### src/rtl/handshake_skid_buffer_pkg.sv
`default_nettype none
// ============================================================================
// Module   : handshake_pkg
// Purpose  : Shared width default and state encoding for the skid buffer.
// Revision : 1.0 - initial release
// ============================================================================
package handshake_pkg;

    localparam int DATA_W = 8;

    // State encoding doubles as the occupancy count
    localparam logic [1:0] ST_EMPTY = 2'd0;
    localparam logic [1:0] ST_BUSY  = 2'd1;
    localparam logic [1:0] ST_FULL  = 2'd2;

endpackage
`default_nettype wire

### src/rtl/handshake_skid_buffer_if.sv
`default_nettype none
// ============================================================================
// Module   : handshake_skid_buffer_if
// Purpose  : Upstream and downstream valid/ready signals of the skid buffer.
// Revision : 1.0 - initial release
// ============================================================================
interface handshake_skid_buffer_if #(
    parameter int DATA_W = handshake_pkg::DATA_W
);
    logic              valid_i;
    logic [DATA_W-1:0] data_i;
    logic              ready_o;
    logic              valid_o;
    logic [DATA_W-1:0] data_o;
    logic              ready_i;
    logic [1:0]        count_o;

    // master: the environment around the slice (producer + receiver)
    modport master (
        output valid_i, data_i, ready_i,
        input  ready_o, valid_o, data_o, count_o
    );

    modport slave (
        input  valid_i, data_i, ready_i,
        output ready_o, valid_o, data_o, count_o
    );
endinterface
`default_nettype wire

### src/rtl/handshake_skid_buffer.sv
`default_nettype none
// ============================================================================
// Module   : handshake_skid_buffer
// Purpose  : Full-throughput register slice with a 2-entry skid buffer;
//            registered ready upstream, registered valid/data downstream.
// Revision : 1.0 - initial release
// ============================================================================
module handshake_skid_buffer
    import handshake_pkg::*;
#(
    parameter int DATA_W = handshake_pkg::DATA_W
) (
    input  wire logic               clk,
    input  wire logic               rst,
    handshake_skid_buffer_if.slave  bus
);

    logic [1:0]        r_state;
    logic [1:0]        w_state_nxt;
    logic [DATA_W-1:0] r_main;
    logic [DATA_W-1:0] r_skid;
    logic              r_ready;
    logic              w_ready_nxt;
    logic              w_in_fire;
    logic              w_out_fire;
    logic              w_load_main;
    logic              w_main_from_skid;
    logic              w_load_skid;

    assign w_in_fire  = bus.valid_i & r_ready;
    assign w_out_fire = (r_state != ST_EMPTY) & bus.ready_i;

    always_ff @(posedge clk) begin
        if (rst) begin
            r_state <= ST_EMPTY;
            r_ready <= 1'b0;
            r_main  <= '0;
            r_skid  <= '0;
        end else begin
            r_state <= w_state_nxt;
            r_ready <= w_ready_nxt;
            if (w_load_main) begin
                r_main <= w_main_from_skid ? r_skid : bus.data_i;
            end
            if (w_load_skid) begin
                r_skid <= bus.data_i;
            end
        end
    end

    always_comb begin
        w_state_nxt      = r_state;
        w_load_main      = 1'b0;
        w_main_from_skid = 1'b0;
        w_load_skid      = 1'b0;
        case (r_state)
            ST_EMPTY: begin
                if (w_in_fire) begin
                    w_load_main = 1'b1;
                    w_state_nxt = ST_BUSY;
                end
            end
            ST_BUSY: begin
                if (w_in_fire && w_out_fire) begin
                    w_load_main = 1'b1;
                end else if (w_in_fire) begin
                    w_load_skid = 1'b1;
                    w_state_nxt = ST_FULL;
                end else if (w_out_fire) begin
                    w_state_nxt = ST_EMPTY;
                end
            end
            ST_FULL: begin
                // ready_o is low here, so only the drain path can occur
                if (w_out_fire) begin
                    w_load_main      = 1'b1;
                    w_main_from_skid = 1'b1;
                    w_state_nxt      = ST_BUSY;
                end
            end
            default: begin
                w_state_nxt = ST_EMPTY;
            end
        endcase
        w_ready_nxt = (w_state_nxt != ST_FULL);
    end

    always_comb begin
        bus.ready_o = r_ready;
        bus.valid_o = (r_state != ST_EMPTY);
        bus.data_o  = r_main;
        bus.count_o = r_state;
    end

endmodule
`default_nettype wire
### src/flat_wrapper.sv
// flat-port wrapper written by rule: the top's interface ports become plain ports
module handshake_skid_buffer_flat import handshake_pkg::*;
#(
    parameter int DATA_W = handshake_pkg::DATA_W
)
  (clk, rst, bus_valid_i, bus_data_i, bus_ready_i, bus_ready_o, bus_valid_o, bus_data_o, bus_count_o);
  handshake_skid_buffer_if #(.DATA_W(DATA_W)) bus_i ();
  input  wire logic clk;
  input  wire logic rst;
  input wire logic [$bits(bus_i.valid_i)-1:0] bus_valid_i;
  input wire logic [$bits(bus_i.data_i)-1:0] bus_data_i;
  input wire logic [$bits(bus_i.ready_i)-1:0] bus_ready_i;
  output wire logic [$bits(bus_i.ready_o)-1:0] bus_ready_o;
  output wire logic [$bits(bus_i.valid_o)-1:0] bus_valid_o;
  output wire logic [$bits(bus_i.data_o)-1:0] bus_data_o;
  output wire logic [$bits(bus_i.count_o)-1:0] bus_count_o;
  assign bus_i.valid_i = bus_valid_i;
  assign bus_i.data_i = bus_data_i;
  assign bus_i.ready_i = bus_ready_i;
  assign bus_ready_o = bus_i.ready_o;
  assign bus_valid_o = bus_i.valid_o;
  assign bus_data_o = bus_i.data_o;
  assign bus_count_o = bus_i.count_o;
  handshake_skid_buffer #(.DATA_W(DATA_W)) u_core (.clk(clk), .rst(rst), .bus(bus_i));
endmodule
### config.mk
export PLATFORM = sky130hd
export DESIGN_NAME = handshake_skid_buffer_flat
export DESIGN_NICKNAME = d
export VERILOG_FILES = /design/src/rtl/handshake_skid_buffer_pkg.sv /design/src/rtl/handshake_skid_buffer_if.sv /design/src/rtl/handshake_skid_buffer.sv /design/src/flat_wrapper.sv
export SDC_FILE = /design/constraint.sdc
export NUM_CORES = 1
export LEC_CHECK = 0
export ABC_CLOCK_PERIOD_IN_PS = 1800
export BUFFER_PORTS_ARGS = -buffer_cell sky130_fd_sc_hd__buf_2
export CELL_PAD_IN_SITES_DETAIL_PLACEMENT = 0
export CELL_PAD_IN_SITES_GLOBAL_PLACEMENT = 1
export CORE_AREA = 2 2 51 53
export CTS_BUF_LIST = sky130_fd_sc_hd__clkbuf_16
export DETAILED_ROUTE_END_ITERATION = 12
export DIE_AREA = 0 0 53 55
export PLACE_DENSITY = 0.83
export SLEW_MARGIN = 20
export SYNTH_ARGS = -nofsm -noshare
export SYNTH_HDL_FRONTEND = slang
export SYNTH_SLANG_ARGS = --single-unit
export TNS_END_PERCENT = 20
### constraint.sdc
create_clock -name clk -period 1.8 [get_ports clk]
set_clock_uncertainty 0.05 [all_clocks]
set_input_delay 0.36 -clock clk [delete_from_list [all_inputs] [get_ports clk]]
set_output_delay 0.36 -clock clk [all_outputs]
set_load 0.005 [all_outputs]
== After elaboration in Yosys (flattened, before gate mapping) ==
Cells that the tools add are included.

* Logic and storage cells: 26
* Bits in registers: 19

* Bitwise logic cells: 2
* Reductions and logical operators: 3
* Equal/unequal tests: 3
* Multiplexer cells: 14

{| class="wikitable"
|+ Operators by type and width
! kind !! number
|-
| $mux W2 || 5
|-
| $mux W8 || 1
|-
| $mux W1 || 6
|-
| $pmux W2 S3 || 1
|-
| $pmux W1 S3 || 1
|-
| $and A1 B1 Y1 || 2
|-
| $eq A2 B1 Y1 const B || 1
|-
| $eq A2 B2 Y1 const B || 1
|-
| $logic_not A2 Y1 || 1
|-
| $ne A2 B2 Y1 const B || 1
|-
| $reduce_bool A2 Y1 || 1
|-
| $logic_and A1 B1 Y1 || 1
|}

== Depth between registers and ports, before layout ==
Gate-level depths: netlist of run 1.

* Depth in word-level cells: 7
* Depth in mapped cells: 6

== Worst setup path after synthesis of run 1 ==
OpenSTA, ideal clock, no wires.

* Path kind: register to register
* From: register u_core.r_state[0] (netlist: u_core.bus.count_o[0])
* To: register u_core.r_main[3] (netlist: u_core.bus.data_o[3])
* Data required time: 1.671 ns
* Clock period less this slack: 1.365 ns
* Arrival: 1.236 ns
* Setup time: 0.079 ns
* Cell stages (with the launch flop): 6
* Slack: 0.435 ns
* Cells stage by stage: dfxtp_1 > or2_4 > o211ai_4 > buf_6 > nor2_2 > a211oi_2

* Longest elaborated chain between the ends: 5
* Elaborated cells between the ends (all ways): 11

{| class="wikitable"
|+ Ends and longest elaborated chain
! element !! RTL line !! source
|-
| start: declaration || handshake_skid_buffer.sv:18 || <nowiki>logic [1:0] r_state;</nowiki>
|-
| start signal: assignment || handshake_skid_buffer.sv:40 || <nowiki>r_state <= w_state_nxt;</nowiki>
|-
| $reduce_bool A2 Y1 (*) || - ||
|-
| named net bus_valid_o || flat_wrapper.sv:14 || <nowiki>output wire logic [$bits(bus_i.valid_o)-1:0] bus_valid_o;</nowiki>
|-
| $and A1 B1 Y1 (*) || handshake_skid_buffer.sv:31 || <nowiki>assign w_out_fire = (r_state != ST_EMPTY) & bus.ready_i;</nowiki>
|-
| $logic_and A1 B1 Y1 / $mux W1 (equally long branches) || handshake_skid_buffer.sv:64, handshake_skid_buffer.sv:75 ||
|-
| $mux W1 (on tied branches) || handshake_skid_buffer.sv:64, handshake_skid_buffer.sv:56 ||
|-
| $pmux W1 S3 / $mux W8 (equally long branches) || handshake_skid_buffer.sv:56, handshake_skid_buffer.sv:43 ||
|-
| end signal: assignment || handshake_skid_buffer.sv:43 || <nowiki>r_main <= w_main_from_skid ? r_skid : bus.data_i;</nowiki>
|-
| end: declaration || handshake_skid_buffer.sv:20 || <nowiki>logic [DATA_W-1:0] r_main;</nowiki>
|}

The timed path passes the listed nets; every way through them passes the cells marked *.
A chain may end at the register's enable or synchronous reset.

== Final worst setup path of run 1 ==
* From: register u_core.r_state[0] (netlist: u_core.bus.count_o[0])
* To: register u_core.r_main[6] (netlist: u_core.bus.data_o[6])

* Longest elaborated chain between the ends: 5
* Elaborated cells between the ends (all ways): 11

{| class="wikitable"
|+ Ends and longest elaborated chain
! element !! RTL line
|-
| $reduce_bool A2 Y1 || handshake_skid_buffer.sv:31
|-
| $and A1 B1 Y1 || handshake_skid_buffer.sv:31
|-
| $logic_and A1 B1 Y1 / $mux W1 (equally long branches) || handshake_skid_buffer.sv:64, handshake_skid_buffer.sv:75
|-
| $mux W1 (on tied branches) || handshake_skid_buffer.sv:64, handshake_skid_buffer.sv:56
|-
| $pmux W1 S3 / $mux W8 (equally long branches) || handshake_skid_buffer.sv:56, handshake_skid_buffer.sv:43
|}

Several ways; a longest one is shown, not always the timed one.

==> results of run 1 <==
critical path, stage by stage, from the launching register on:
cell and delay (ns):
dfxtp_1 0.35, or2_4 0.28, o211ai_4 0.44, nor2_1 0.08, a211oi_1 0.22
where the power goes:
group / internal [mW] / switching [mW] / total (mW)
clock network: 0.297 / 0.149 / 0.447
logic: 0.0566 / 0.0596 / 0.116
registers: 0.444 / 0.0140 / 0.458
total: 0.798 / 0.223 / 1.02
final timing paths:
| kind | from | end | slack [ns] | cells after the start |
|---|---|---|---|---|
| worst max register to register | u_core.bus.count_o[0]$_SDFF_PP0_ | u_core.bus.data_o[6]$_SDFFE_PP0P_ | 0.29 | 4 |
| worst min-delay path | bus_data_i[4] | u_core.r_skid[4]$_SDFFE_PP0P_ | 0.31 | 3 |
| worst max-delay path | u_core.bus.count_o[0]$_SDFF_PP0_ | u_core.bus.data_o[6]$_SDFFE_PP0P_ | 0.29 | 4 |
| worst min register to register | u_core.r_skid[4]$_SDFFE_PP0P_ | u_core.r_skid[4]$_SDFFE_PP0P_ | 0.44 | 2 |
logic make-up (layout without fill, tap and decap cells):
group,Yosys count,count (layout),synth area share (%)
AOI/OAI and AO/OA,12,12,13.36
muxes,17,17,20.42
and+or+nand+nor,27,27,16.52
DFF,19,19,45.65
buffers and inverters,5,29,4.054
state kept, by name, indices dropped and copies added, names as in the netlist:
signal	count
u_core.r_skid	8
u_core.bus.count_o	2
u_core.bus.data_o	8
u_core.bus.ready_o	1
layer usage:
metal / GRT usage (%) / up-vias / part of all wire, %
li1: - / 330 / -
met4: 6.410 / 0 / 0.59
met5: 0 / - / 0
met1: 16.58 / 292 / 48
met2: 20.00 / 14 / 46
met3: 3.226 / 2 / 5.6
cells in the final DEF, fill, tap and decap left out, types with 2 or more instances in the layout:
cell       Yosys  final
nor2_2         2      2
clkbuf_16      0      3
buf_4          2      2
a211oi_2       2      2
nand3b_1       2      2
mux2i_1       17     17
buf_2          0     23
a211oi_1       6      6
dfxtp_1       19     19
nor2_1        16     16
final cells by class:
type,count,area [µm²],area share [%]
multi-input combinational,56,419.2,40.02
clock buffer,3,75.07,7.168
clock inverter,1,5.005,0.4779
sequential,19,380.4,36.32
tap,30,37.54,3.584
timing repair buffer,25,130.1,12.43
per-stage QoR:
step                setup slack (ns)  util, %  power, mW  std cells  instance area, µm²
floorplan                     0.4346        -     0.5408         80               833.3
finish                        0.2929    44.29      1.020        134                1047
global route                  0.1142    44.29      1.069        134                1047
global placement              0.3407    40.90     0.5813        130               967.2
detailed placement            0.2786    40.90     0.5848        130               967.2
CTS                           0.2729    44.29      1.035        134                1047
==> results.cfg, run 1 <==
[critical_path]
cp_data_arrival_time_ns = 1.62
cp-start-kind = flip-flop
worst-path-max-fanout = 16
required_ns = 1.91
cp-end-kind = flip-flop
crit_type = flip-flop to flip-flop

[logic_synthesis]
postSynth.asyncResetShare_pct = 0
syn_inst = 80
synth_cell_types = 21
synth_area_leaders = dfxtp_1 (46%), mux2i_1 (20%), nor2_1 (7.2%), a211oi_1 (5.4%), a211oi_2 (3.0%)
synth_top_area_share_pct = 45.65
ys_seq_area_share_pct = 45.65
yosys.cell_count.top_type = dfxtp_1
ys_top_cells_by_count = dfxtp_1 (19), mux2i_1 (17), nor2_1 (16)
synthFlopType = dfxtp_1
ys_ff_latch = 19
yosys_warnings = 0
yosys.area.top_type = dfxtp_1
syn_area_um2 = 833.3
synth_nets = 92
avgSynthCellArea_um2 = 10.42
synth_edf_count = 0

[power]
pwr_density_cell_nw_per_um2 = 974.4
ir_worst_vdd_mv = 0.4856
power_leakage_nw = 0.4821

[clock_network]
clk_pin_slew_worst_paths_ns = 0.05
cts_hold_buf = 0
cts_sinks = 19
cts_buffers = 3
clock_path_buffers = 2
post_cts_resized = 0
cts_setup_buffers = 0
cts_root_buf = clkbuf_16
cts_htree_levels = 1
cts_tree = yes
clkLatencyLatePin_ns = 0.24

[grt]
grt_overflow = 0
grt_max_degree = 20
grt_first_pass_wirelength_um = 2697
antenna_found_initial = 0
grt_pass1_vias = 603
grtUsageTotal_pct = 12.84

[worst_hold_path]
hold_path_class = input port to flip-flop

[timing]
slew_violations = 0
slew-limit-headroom_pct = 67.33
timing.hold.ws_ns = 0.3130
fin_setup_tns_ns = 0
timing.fmax_mhz = 663.5
min_period_over_period_pct = 83.73
worst_pin_slew_ns = 0.4878
finalHoldViolations = 0
setup_viol = 0
period_needed_ns = 1.507
rsz0062_at_grt = no

[finish]
area_growth_syn_to_layout_pct = 25.68
drive_above_1_share_pct = 34.62
finalNetCount = 117
fillers = 245
antenna-diode-count = 0

[die]
fp.dieH_um = 55
rows = 18
start_util_pct = 35.24
die-area_um2 = 2915
io_pins = 24
core-area_um2 = 2365
die_width_um = 53

[placement]
gp_congestion = 0.7455
io_buffers = 23
hpwl_um = 1137

[job]
drv_cap = 0

[route]
drt-total-wl_um = 1532
drt_iter0_drc = 4
drc = 0
drt-pass1-iter-count = 4
vias_per_cell = 4.761
vias = 638
wl_per_cell_um = 11.43
drtAntennaViolNets = 0

[outcome]
status = finished clean
Power figures use the tool's default switching activity.
==> run 2: changes to the inputs <==
Settings changed: ABC_CLOCK_PERIOD_IN_PS 1800 to 1500.
Clock period 1.8 ns to 1.5 ns, I/O delays scaled along.
==> run 2 against run 1 <==
Net effect: non-clock buffer count grew 1; flip-flop and latch count is the same; final area grew 2.3%; register-to-register slack lost 0.20 ns; core utilization grew 1.0 points; first-iteration DRC count shrank 25%; via count grew 3.0%; clock-buffer cell count is the same; setup slack lost 0.20 ns; fmax grew 7.0%; sequential power grew 20%; critical path depth is the same; highest routed layer unchanged.
==> results.cfg, run 2 (synthesis results as in run 1) <==
[outcome]
status = finished clean

[grt]
antenna_found_initial = 0
grt_first_pass_wirelength_um = 2677
grt_pass1_vias = 632
grt_overflow = 0
grtUsageTotal_pct = 13.01
grt_max_degree = 20

[timing]
rsz0062_at_grt = no
fin_setup_tns_ns = 0
period_needed_ns = 1.408
setup_viol = 0
slew_violations = 0
finalHoldViolations = 0
slew-limit-headroom_pct = 75.34
min_period_over_period_pct = 93.87
timing.fmax_mhz = 710.2
worst_slack_ns = 0.09195
worst_pin_slew_ns = 0.3699

[finish]
multi_input_area_um2 = 424.2
drive_above_1_share_pct = 35.24
regArea_um2 = 380.4
antenna-diode-count = 0
mostFrequentLayoutCells = buf_2 (23), dfxtp_1 (19), mux2i_1 (17), nor2_1 (16), a211oi_1 (5)
final_cells = 135
fillers = 251
mostFrequentLayoutCell = buf_2
finalNetCount = 118
area_growth_syn_to_layout_pct = 28.53

[clock_network]
clk_pin_slew_worst_paths_ns = 0.05
clkLatencyLatePin_ns = 0.25
cts_htree_levels = 1
clock_path_buffers = 2
cts_setup_buffers = 0
cts_sinks = 19
cts_buffers = 3
cts_tree = yes
cts_root_buf = clkbuf_16

[route]
drc = 0
vias = 657
drt-total-wl_um = 1632
drt-pass1-iter-count = 2
wl_per_cell_um = 12.09
drtAntennaViolNets = 0
drt_iter0_drc = 3
vias_per_cell = 4.867

[critical_path]
reg2reg_slack_ns = 0.09
cp_top_family = simple AND/OR/NAND/NOR gates
cpMaxStageDelayCell = dfxtp_1
critPathMaxStageDelay_ns = 0.36
cp_data_arrival_time_ns = 1.48
path_cells = and3b_1 -> and3b_2 -> mux2i_1 -> nor2_1
worst-path-max-fanout = 8
required_ns = 1.58
crit_type = flip-flop to flip-flop
cp-start-kind = flip-flop
cp-end-kind = flip-flop
path_buf_inv = 0

[power]
ir_worst_vdd_mv = 0.8918
power_leakage_nw = 0.4933
finalPower_mw = 1.237
pwr_density_cell_nw_per_um2 = 1155

[placement]
hpwl_um = 1206
gp_congestion = 0.7471
post-place-ws_ns = 0.08390
dp.cells = 131
io_buffers = 23

[die]
fp.dieH_um = 55
die-area_um2 = 2915
die_width_um = 53
rows = 18
start_util_pct = 35.24
io_pins = 24
core-area_um2 = 2365

[job]
drv_cap = 0

[worst_hold_path]
hold_path_class = input port to flip-flop
## run 2: cell count changes in the layout (fill, tap and decap cells not counted)
cell,change
a211oi_1,-1
a211oi_2,+1
buf_12,+1
clkinv_2,-1
inv_1,+1
## run 2: timing repair
action | 4_1_cts | 5_1_grt
setup endpoints to repair | 0 | 1
hold buffers | 0 | 0
gates resized for setup | 0 | 1
## run 2: metal layers
metal	wire length, µm	vias up	track usage [%]
li1	-	335	-
met1	762	298	15.09
met2	750	18	21.88
met3	81	6	3.226
met4	37	0	7.692
met5	0	-	0
## run 2: cell type report
type / count / share of cell area (%)
Timing Repair Buffer: 26 / 14.02
Clock inverter: 1 / 0.3505
Tap cell: 30 / 3.505
Clock buffer: 3 / 7.009
Multi-Input combinational cell: 56 / 39.60
Sequential cell: 19 / 35.51
## run 2: stage by stage
step	hold slack (ns)	instance area, µm²	util (%)
final	0.2540	1071	45.29
after CTS	0.2432	1066	45.08
after floorplan	0.3268	833.3	-
after detailed placement	0.4365	987.2	41.75
after global routing	0.2545	1071	45.29
after global placement	0.4217	987.2	41.75
## run 2: worst paths after layout
| kind | endpoint | startpoint | cells after the start |
|---|---|---|---|
| hold reg to reg | u_core.bus.data_o[0]$_SDFFE_PP0P_ | u_core.bus.data_o[0]$_SDFFE_PP0P_ | 2 |
| hold / removal | u_core.bus.count_o[1]$_SDFF_PP0_ | bus_ready_i | 2 |
| setup / recovery | u_core.r_skid[3]$_SDFFE_PP0P_ | u_core.bus.count_o[1]$_SDFF_PP0_ | 4 |
| setup reg to reg | u_core.r_skid[3]$_SDFFE_PP0P_ | u_core.bus.count_o[1]$_SDFF_PP0_ | 4 |
## run 2: report_power, final
part	internal (mW)	switching [mW]	total [mW]
Combinational	0.0782	0.0758	0.154
Clock	0.354	0.179	0.533
Sequential	0.533	0.0171	0.550
==> run 3: changes to the inputs <==
Settings changed: ABC_AREA set to 1, CORE_AREA 2 2 51 53 to 2 2 42 74, DIE_AREA 0 0 53 55 to 0 0 44 76.
==> run 3 against run 2 <==
Net effect: first-iteration DRC count increased to 7.0 times the previous value; area after synthesis increased by 8.3%; critical path depth down 1; sequential power about the same; flip-flop and latch count unchanged; total power rose by 3.3%; clock power rose by 2%; setup slack gained 0.059 ns; final cell count is 41% higher; register-to-register slack improved by 0.12 ns; critical endpoint is now bus_valid_o; largest cell class unchanged; largest power group unchanged.
==> results.cfg, run 3 <==
[finish]
area_growth_syn_to_layout_pct = 24.83
antenna-diode-count = 0
final_cells = 191
fillers = 300
drive_above_1_share_pct = 22.09
finalNetCount = 176
mostFrequentLayoutCells = nor2_1 (35), nand2_1 (34), buf_2 (23), dfxtp_1 (18), inv_1 (11)
mostFrequentLayoutCell = nor2_1
design_area_um2 = 1126

[clock_network]
cts_buffers = 3
clk_pin_slew_worst_paths_ns = 0.05
post_cts_resized = 0
clock_path_buffers = 2
cts_sinks = 19
cts_setup_buffers = 0
clkLatencyLatePin_ns = 0.25
cts_hold_buf = 0
cts_root_buf = clkbuf_16
cts_tree = yes
cts_htree_levels = 1

[die]
rows = 26
fp.dieH_um = 76
core-area_um2 = 2798
die-area_um2 = 3344
start_util_pct = 32.25
die_width_um = 44
io_pins = 24

[logic_synthesis]
yosys.cell_count.top_type = nor2_1
syn_area_um2 = 902.1
ys_top_cells_by_count = nor2_1 (35), nand2_1 (34), dfxtp_1 (19)
yosys_warnings = 0
synth_cell_types = 16
synth_edf_count = 0
synthFlopType = dfxtp_1
postSynth.asyncResetShare_pct = 0
synth_area_leaders = dfxtp_1 (42%), nor2_1 (15%), nand2_1 (14%), nand4_1 (5.5%), nand3_1 (5.0%)
synth_compound_area_share_pct = 6.380
avgSynthCellArea_um2 = 6.490
yosys.area.top_type = dfxtp_1
synth_top_family_by_area = simple AND/OR/NAND/NOR gates
synth_mux_area_share_pct = 0
synth_top_area_share_pct = 42.16
ys_seq_area_share_pct = 42.16
synth_nets = 151
synth-xor-area-share_pct = 0
ys_ff_latch = 19
synth-simple-area-share_pct = 42.44
post_synth_fa_ha_maj_area_fraction_pct = 0
syn_inst = 139

[route]
drc = 0
drt_iter0_drc = 21
met2WireLength_um = 1110
drt-pass1-iter-count = 4
vias_per_cell = 4.780
top_layer = met4
wl_per_cell_um = 11.25
wl_met1_um = 901
drtAntennaViolNets = 0
met3_length_um = 85
vias = 913
drt-total-wl_um = 2148

[worst_hold_path]
hold_path_class = input port to flip-flop

[critical_path]
crit_type = flip-flop to output port
cpMaxStageDelayCell = dfxtp_1
cp-start-kind = flip-flop
worst-path-max-fanout = 5
cp-end-kind = output port
critPathMaxStageDelay_ns = 0.33
required_ns = 1.15
path_cells = inv_1 -> nand2_1 -> buf_2
cp_data_arrival_time_ns = 1.00
path_buf_inv = 2
cp_top_family = flip-flops

[power]
pwr-share-seq_pct = 43.3
switching_share_pct = 24.58
power_leakage_nw = 0.5831
power_frac_comb_pct = 14.0
p_sw_mw = 0.3140
internal_power_mw = 0.9633
ir_worst_vdd_mv = 0.6963
pwr_density_cell_nw_per_um2 = 1134
p_clk_share_pct = 42.7

[timing]
timing.fmax_mhz = 741.5
worst_pin_slew_ns = 0.4893
slew_violations = 0
rsz0062_at_grt = no
fin_setup_tns_ns = 0
setup_viol = 0
slew-limit-headroom_pct = 67.34
min_period_over_period_pct = 89.91
period_needed_ns = 1.349
finalHoldViolations = 0

[grt]
antenna_found_initial = 0
grtUsageTotal_pct = 14.56
grt_pass1_vias = 890
grt_max_degree = 19
grt_first_pass_wirelength_um = 3781
grt_overflow = 0

[placement]
dp.cells = 187
placed_area_um2 = 1039
gp_congestion = 0.7832
hpwl_um = 1647
io_buffers = 23

[outcome]
status = finished clean

[job]
drv_cap = 0
run 3: cells by family (layout without fill, tap and decap cells):
family | after synthesis | after routing
buf+inv | 19 | 43
simple gates | 90 | 90
flops | 19 | 19
compound gates | 11 | 11
run 3: metrics by stage:
stage / setup slack (ns) / util, % / hold WS (ns) / power, mW
6_report: 0.1513 / 40.25 / 0.1659 / 1.277
5_1_grt: 0.04282 / 40.25 / 0.1751 / 1.339
4_1_cts: 0.07753 / 39.94 / 0.1744 / 1.284
3_5_place_dp: 0.09053 / 37.12 / 0.4374 / 0.7423
3_3_place_gp: 0.1478 / 37.12 / 0.4169 / 0.7392
2_1_floorplan: 0.3815 / - / 0.3224 / 0.6747
run 3: power groups by stage:
stage | sequential [mW] | combinational (mW) | clock [mW]
global route | 0.557 | 0.211 | 0.570
finish | 0.553 | 0.179 | 0.545
global placement | 0.563 | 0.176 | 0
CTS | 0.553 | 0.179 | 0.551
detailed placement | 0.564 | 0.178 | 0
floorplan | 0.564 | 0.111 | 0
run 3: cell type report:
cell class / instances / area [µm²] / share of cell area [%]
inverter: 14 / 52.55 / 4.667
sequential: 19 / 381.6 / 33.89
timing repair buffer: 25 / 130.1 / 11.56
clock buffer: 3 / 75.07 / 6.667
tap: 28 / 35.03 / 3.111
clock inverter: 1 / 3.754 / 0.3333
multi-input combinational: 101 / 447.9 / 39.78
run 3: worst paths after layout:
check                                        start                               end  slack (ns)  cells past startpoint
hold / removal                                 rst  u_core.bus.count_o[1]$_SDFF_PP0_        0.17                      2
setup / recovery  u_core.bus.count_o[0]$_SDFF_PP0_                       bus_valid_o        0.15                      3
hold reg to reg      u_core.r_skid[1]$_SDFFE_PP0P_     u_core.r_skid[1]$_SDFFE_PP0P_        0.44                      2
setup reg to reg     u_core.bus.ready_o$_SDFF_PP0_     u_core.r_skid[0]$_SDFFE_PP0P_        0.21                      6
run 3: routing by layer:
layer / vias to the layer above / global-route usage [%]
met3: 5 / 2.370
met2: 18 / 25.00
met4: 0 / 7.273
met5: - / 0
li1: 493 / -
met1: 397 / 16.42
